$ cat src/rtl/resp_ram_dma_wr.sv
// resp_ram_dma_wr: write-side result DMA. Accepts 32-bit result words over a
// valid/ready handshake, buffers them in a small word FIFO and writes each word
// little-endian, one byte per SRAM write cycle, starting at a configured base address.
module resp_ram_dma_wr #(
    parameter int RAM_ADDR_WIDTH  = 16,
    parameter int WORD_WIDTH      = 32,
    parameter int FIFO_DEPTH      = 4,
    parameter int WE_PULSE_CYCLES = 2
) (
    input  logic                      clk,
    input  logic                      reset,
    input  logic                      cfg_start,
    input  logic [RAM_ADDR_WIDTH-1:0] cfg_base_addr,
    input  logic [RAM_ADDR_WIDTH-3:0] cfg_num_words,
    input  logic                      resp_vld,
    input  logic [WORD_WIDTH-1:0]     resp_data,
    output logic                      resp_ready,
    output logic [RAM_ADDR_WIDTH-1:0] ram_wr_addr,
    output logic [7:0]                ram_wr_data,
    output logic                      CE_bar,
    output logic                      OE_bar,
    output logic                      WE_bar,
    output logic                      busy,
    output logic                      wr_done,
    output logic                      cfg_err
);

    localparam int CNT_W  = RAM_ADDR_WIDTH - 2;
    localparam int PTR_W  = $clog2(FIFO_DEPTH);
    localparam int PCNT_W = (WE_PULSE_CYCLES > 1) ? $clog2(WE_PULSE_CYCLES) : 1;

    typedef enum logic [2:0] {IDLE, ARM, SETUP, PULSE, HOLD, DONE} state_t;

    state_t                    state, state_nxt;

    logic [WORD_WIDTH-1:0]     fifo_mem [FIFO_DEPTH];
    logic [PTR_W-1:0]          wr_ptr, rd_ptr;
    logic [PTR_W:0]            fifo_cnt;
    logic                      fifo_full, fifo_empty, push, pop;

    logic [CNT_W-1:0]          num_words, accepted, written;
    logic [RAM_ADDR_WIDTH-1:0] addr;
    logic [WORD_WIDTH-1:0]     word_q;
    logic [1:0]                byte_idx;
    logic [PCNT_W-1:0]         pulse_cnt;
    logic                      start_ok, last_byte, pulse_last;

    // The full flag comes straight from the registered count, so a pop in the
    // same cycle never lets a new word in until the following cycle.
    assign fifo_full   = (fifo_cnt == (PTR_W+1)'(FIFO_DEPTH));
    assign fifo_empty  = (fifo_cnt == '0);
    assign resp_ready  = busy & ~fifo_full & (accepted < num_words);
    assign push        = resp_vld & resp_ready;
    assign pop         = (state == ARM) & ~fifo_empty;
    assign start_ok    = cfg_start & (state == IDLE);
    assign last_byte   = (byte_idx == 2'd3);
    assign pulse_last  = (pulse_cnt == PCNT_W'(WE_PULSE_CYCLES - 1));

    assign OE_bar      = 1'b1;
    assign ram_wr_addr = addr;
    assign ram_wr_data = word_q[{byte_idx, 3'b000} +: 8];

    // State register.
    always_ff @(posedge clk or posedge reset) begin
        // NOTE: sequential state uses non-blocking assignments so every register
        // samples the pre-edge values of the others, independent of block order.
        if (reset) state <= IDLE;
        else       state <= state_nxt;
    end

    // Next-state and SRAM strobes; strobes decode from state so reset releases them at once.
    always_comb begin
        // NOTE: every output gets a default first; a path that leaves one
        // unassigned would infer a latch.
        state_nxt = state;
        CE_bar    = 1'b1;
        WE_bar    = 1'b1;
        case (state)
            IDLE:  if (cfg_start) state_nxt = (cfg_num_words == '0) ? DONE : ARM;
            ARM:   if (!fifo_empty) state_nxt = SETUP;
            SETUP: begin
                CE_bar    = 1'b0;
                state_nxt = PULSE;
            end
            PULSE: begin
                CE_bar = 1'b0;
                WE_bar = 1'b0;
                if (pulse_last) state_nxt = HOLD;
            end
            HOLD: begin
                CE_bar = 1'b0;
                if (!last_byte)                                 state_nxt = SETUP;
                else if (written + CNT_W'(1) == num_words)      state_nxt = DONE;
                else                                            state_nxt = ARM;
            end
            DONE:    state_nxt = IDLE;
            default: state_nxt = IDLE;
        endcase
    end

    // Batch control, status pulses and the byte serialiser.
    always_ff @(posedge clk or posedge reset) begin
        if (reset) begin
            busy      <= 1'b0;
            wr_done   <= 1'b0;
            cfg_err   <= 1'b0;
            num_words <= '0;
            accepted  <= '0;
            written   <= '0;
            addr      <= '0;
            word_q    <= '0;
            byte_idx  <= '0;
            pulse_cnt <= '0;
        end else begin
            wr_done <= (state == DONE);
            cfg_err <= cfg_start & busy;

            if (start_ok) begin
                busy      <= 1'b1;
                num_words <= cfg_num_words;
                addr      <= cfg_base_addr;
                accepted  <= '0;
                written   <= '0;
            end else if (state == DONE) begin
                busy <= 1'b0;
            end

            if (push) accepted <= accepted + CNT_W'(1);

            if (pop) begin
                word_q   <= fifo_mem[rd_ptr];
                byte_idx <= '0;
            end

            if (state == SETUP)      pulse_cnt <= '0;
            else if (state == PULSE) pulse_cnt <= pulse_cnt + PCNT_W'(1);

            // byte_idx stays on the last byte after a word so the data bus holds.
            if (state == HOLD) begin
                addr <= addr + RAM_ADDR_WIDTH'(1);
                if (!last_byte) byte_idx <= byte_idx + 2'd1;
                else            written  <= written + CNT_W'(1);
            end
        end
    end

    // FIFO pointers and occupancy; simultaneous push and pop leave the count unchanged.
    always_ff @(posedge clk or posedge reset) begin
        if (reset) begin
            wr_ptr   <= '0;
            rd_ptr   <= '0;
            fifo_cnt <= '0;
        end else begin
            if (push) wr_ptr <= wr_ptr + PTR_W'(1);
            if (pop)  rd_ptr <= rd_ptr + PTR_W'(1);
            case ({push, pop})
                2'b10:   fifo_cnt <= fifo_cnt + (PTR_W+1)'(1);
                2'b01:   fifo_cnt <= fifo_cnt - (PTR_W+1)'(1);
                default: fifo_cnt <= fifo_cnt;
            endcase
        end
    end

    // FIFO storage.
    always_ff @(posedge clk) begin
        // NOTE: storage is deliberately not reset; the pointers and count define
        // which entries are valid, so clearing the array would only cost logic.
        if (push) fifo_mem[wr_ptr] <= resp_data;
    end

endmodule

$ cat config.mk
export PLATFORM = sky130hd
export DESIGN_NAME = resp_ram_dma_wr
export DESIGN_NICKNAME = d
export VERILOG_FILES = /design/src/rtl/resp_ram_dma_wr.sv
export SDC_FILE = /design/constraint.sdc
export NUM_CORES = 1
export LEC_CHECK = 0
export ABC_AREA = 1
export BUFFER_PORTS_ARGS = -buffer_cell sky130_fd_sc_hd__buf_2
export CORE_UTILIZATION = 60
export DETAILED_ROUTE_END_ITERATION = 8
export PLACE_DENSITY_LB_ADDON = 0.15
export SLEW_MARGIN = 20
export SYNTH_ARGS = -nofsm -noshare
export SYNTH_HDL_FRONTEND = slang
export SYNTH_SLANG_ARGS = --single-unit
$ cat constraint.sdc
create_clock -name clk -period 10.4 [get_ports clk]
set_clock_uncertainty 0.2 [all_clocks]
set_input_delay 0.52 -clock clk [delete_from_list [all_inputs] [get_ports clk]]
set_output_delay 0.52 -clock clk [all_outputs]
set_load 0.03 [all_outputs]
==> flow_summary.yaml <==
run_status:
  outcome: "completed"
final_layout:
  drive_gt1_share_pct: 14.33
  fillCellCount: 1270
  fin_nets: 1271
  syn2layout_area_growth_pct: 14.50
routing:
  firstDrtPassIters: 5
  vias: 7973
  via_per_inst: 5.591
  ant_nets: 0
  routedWlPerCell_um: 16.04
  drtIter0Drc: 579
  wl_mm: 22.88
  drc: 0
placed_design:
  hpwl_mm: 14.55
  numPortBuffers: 95
  globalplace.congestion: 0.9144
clock_network:
  cts_buffers: 25
  cts_hold_buf: 1
  cts_sinks: 234
  root_buffer: "clkbuf_16"
  cts_resized: 0
  cts.clk_slew.worst_paths_ns: 0.06
  cts_tree: "done"
  h-tree-depth: 1
  cts.path.max_buffers: 3
  post_cts_buffers: 0
  clock_latency_ns: 0.51
timing:
  fin_setup_tns_ns: 0
  hold_violations: 0
  slew_headroom_pct: 27.78
  period_share_pct: 34.71
  tightest_slew_ns: 1.081
  finalMaxSlewViolations: 0
  max_freq_ghz: 0.2770
  min_period_ns: 3.610
  finalSetupViolCount: 0
  rsz0062_at_grt: "no"
synthesis:
  syn_nets: 1189
  yosysSeqAreaShare_pct: 60.81
  synth_xor_area_share_pct: 1.640
  synthCells: 1100
  synth.area.mux_share_pct: 0
  synthAdderAreaFrac_pct: 2.764
  yosysWarningCount: 0
  synth_top_family_by_area: "simple AND/OR/NAND/NOR gates"
  yosys.area.top_type_share_pct: 35.98
  yosysUniqueCellTypes: 41
  synth-seq-cells: 234
  synthSimpleGateAreaFrac_pct: 19.02
  synth_compound_area_share_pct: 10.71
  synth_area_leader_cell: "edfxtp_1"
  synth_area_mm2: 0.01068
  avgSynthCellArea_um2: 9.712
  synth_area_leaders: "edfxtp_1 (36%), dfrtp_1 (25%), nor2_1 (7.4%), o21ai_0 (5.8%), nand2_1 (5.1%)"
power_and_ir_drop:
  leakage_nw: 5.055
  power_density_mw_per_mm2: 290.3
  fin_total_pwr_mw: 3.551
  ir_worst_vdd_uv: 223.7
min_path:
  hp-start: "resp_data[5]"
  whs_endpoint: "fifo_mem[3][5]"
  hold_path.class: "input pin to flop"
  hold_path_depth: 1
die:
  die_h_um: 135.4
  initial_core_util_pct: 61.55
  num_rows: 48
  dieArea_mm2: 0.01834
  core_region_area_mm2: 0.01736
  die_w_um: 135.4
  io_pins: 97
setup_path:
  start_kind: "flop"
  cp_common_cell: "a21oi_1"
  worstPathArrival_ns: 3.53
  cp_data_required_time_ns: 10.32
  cp_cell_sequence: "ha_1 -> a21oi_1 -> o31ai_1 -> a21oi_1 -> nand4_2 -> nor2_4"
  criticalPathCategory: "flop to flop"
  crit_path_max_incr_delay_ns: 1.11
  crit_path_end_kind: "flop"
  rr_endpoint: "fifo_mem[3][29]"
  cpMaxStageDelayCell: "nor2_4"
  reg2reg_slack_ns: 6.79
  r2r_cells: 6
  reg2reg_from: "accepted[9]"
  path_max_fanout: 32
global_routing:
  first_global_vias: 7654
  grtUsageTotal_pct: 25.85
  grt_max_degree: 68
  antenna_found_initial: 2
  grt_pass1_wl_mm: 37.11
  grt.overflow.total: 0
job:
  maxCapViolations: 0
[metal layers]
metal	track usage [%]	share of wire, %
met1	34.12	43
met2	45.01	50
met4	7.553	2.3
met5	0	0.044
met3	3.105	5.0
[worst max-delay path, delay by kind of cell, from the launching register on]
kind / cells / cell delay [ns]
and+or+nand+nor: 2 / 1.79
DFF: 1 / 0.46
AOI/OAI and AO/OA: 3 / 0.42
adders and majority gates: 1 / 0.33
[stage by stage]
step                util, %  hold WS [ns]  std cells  setup WS, ns  instance area [um^2]
floorplan                 -        0.2686       1100         6.891                 10680
global placement      65.20        0.2611       1378         6.827                 11320
detailed placement    65.20        0.2659       1378         6.814                 11320
CTS                   70.30       0.01244       1424         6.756                 12200
global route          70.46       0.02301       1425         6.565                 12230
finish                70.47       0.02593       1426         6.790                 12230
[where the power goes]
group | internal [mW] | switching (mW)
Sequential | 1.24 | 0.139
Combinational | 0.370 | 0.854
Clock | 0.587 | 0.356
Total | 2.20 | 1.35
[flip-flops by register name, summed over array words and instances, names as in the netlist]
register / cells
pulse_cnt: 1
accepted: 14
ram_wr_addr: 16
cfg_err: 1
fifo_mem: 128
rd_ptr: 2
written: 14
byte_idx: 2
state: 3
num_words: 14
word_q: 32
busy: 1
wr_done: 1
wr_ptr: 2
fifo_cnt: 3
[worst max-delay path by stage]
stage | from | endpoint | slack [ns] | cells past startpoint
finish | accepted[9] | fifo_mem[3][29] | 6.79 | 6
global route | accepted[9] | fifo_mem[2][17] | 6.56 | 6
CTS | accepted[9] | fifo_mem[1][30] | 6.76 | 6
detailed placement | accepted[1] | fifo_mem[1][30] | 6.81 | 7
global placement | accepted[1] | fifo_mem[3][30] | 6.83 | 7
floorplan | reset | accepted[0] | 6.89 | 1
[Yosys cell counts (all sizes together)]
cell / instances
edfxtp: 128
fa: 1
nand2: 150
xor2: 16
nand3: 72
and3: 1
xnor2: 4
a22oi: 2
conb: 1
clkbuf: 26
o211ai: 3
a31oi: 31
ha: 22
o21ai: 128
nor3: 15
a211oi: 1
or2: 3
o32ai: 1
nor4: 4
o221ai: 4
buf: 21
inv: 90
o31ai: 1
a221oi: 1
nand4: 10
nor2: 222
a21boi: 1
dfrtp: 106
o22ai: 17
a21oi: 18
[kinds of logic after synthesis]
| group | Yosys count |
|---|---|
| buffers and inverters | 137 |
| other | 1 |
| and+or+nand+nor | 477 |
| AOI/OAI and AO/OA | 208 |
| adders and majority gates | 23 |
| xor gates and xnor gates | 20 |
| DFF | 234 |
[final cells by class]
cell class                 instances  area, um^2  share of cell area (%)
antenna                            1       2.502                 0.02046
clock buffer                      27       633.1                   5.176
clock inverter                    18       241.5                   1.974
inverter                          90       340.3                   2.782
multi-input combinational        729        3685                   30.12
sequential                       234        6497                   53.12
tap                              225       281.5                   2.302
timing repair buffer             102       550.5                   4.501
[cell usage in the layout (no fill, tap or decap), types with 2 or more instances in the layout]
| master | instances |
|---|---|
| buf_4 | 5 |
| nor2_2 | 8 |
| clkinvlp_4 | 3 |
| xnor2_1 | 4 |
| nor3_2 | 2 |
| clkbuf_16 | 25 |
| nor2_4 | 8 |
| o21ai_1 | 5 |
| o21ai_0 | 123 |
| nor4_1 | 4 |
| a22oi_1 | 2 |
| o221ai_1 | 4 |
| edfxtp_1 | 128 |
| nor3_1 | 12 |
| clkbuf_1 | 2 |
| clkinv_2 | 4 |
| o211ai_1 | 3 |
| ha_1 | 22 |
| nand3_1 | 71 |
| nor2_1 | 206 |
| buf_2 | 95 |
| nand2_1 | 146 |
| nand2_2 | 4 |
| xor2_1 | 16 |
| a21oi_1 | 18 |
| inv_1 | 83 |
| inv_2 | 6 |
| nand4_1 | 9 |
| or2_0 | 3 |
| a31oi_1 | 31 |
| clkinv_1 | 5 |
| dfrtp_1 | 105 |
| o22ai_1 | 17 |
| bufinv_16 | 6 |
Power figures use the tool's default switching activity.
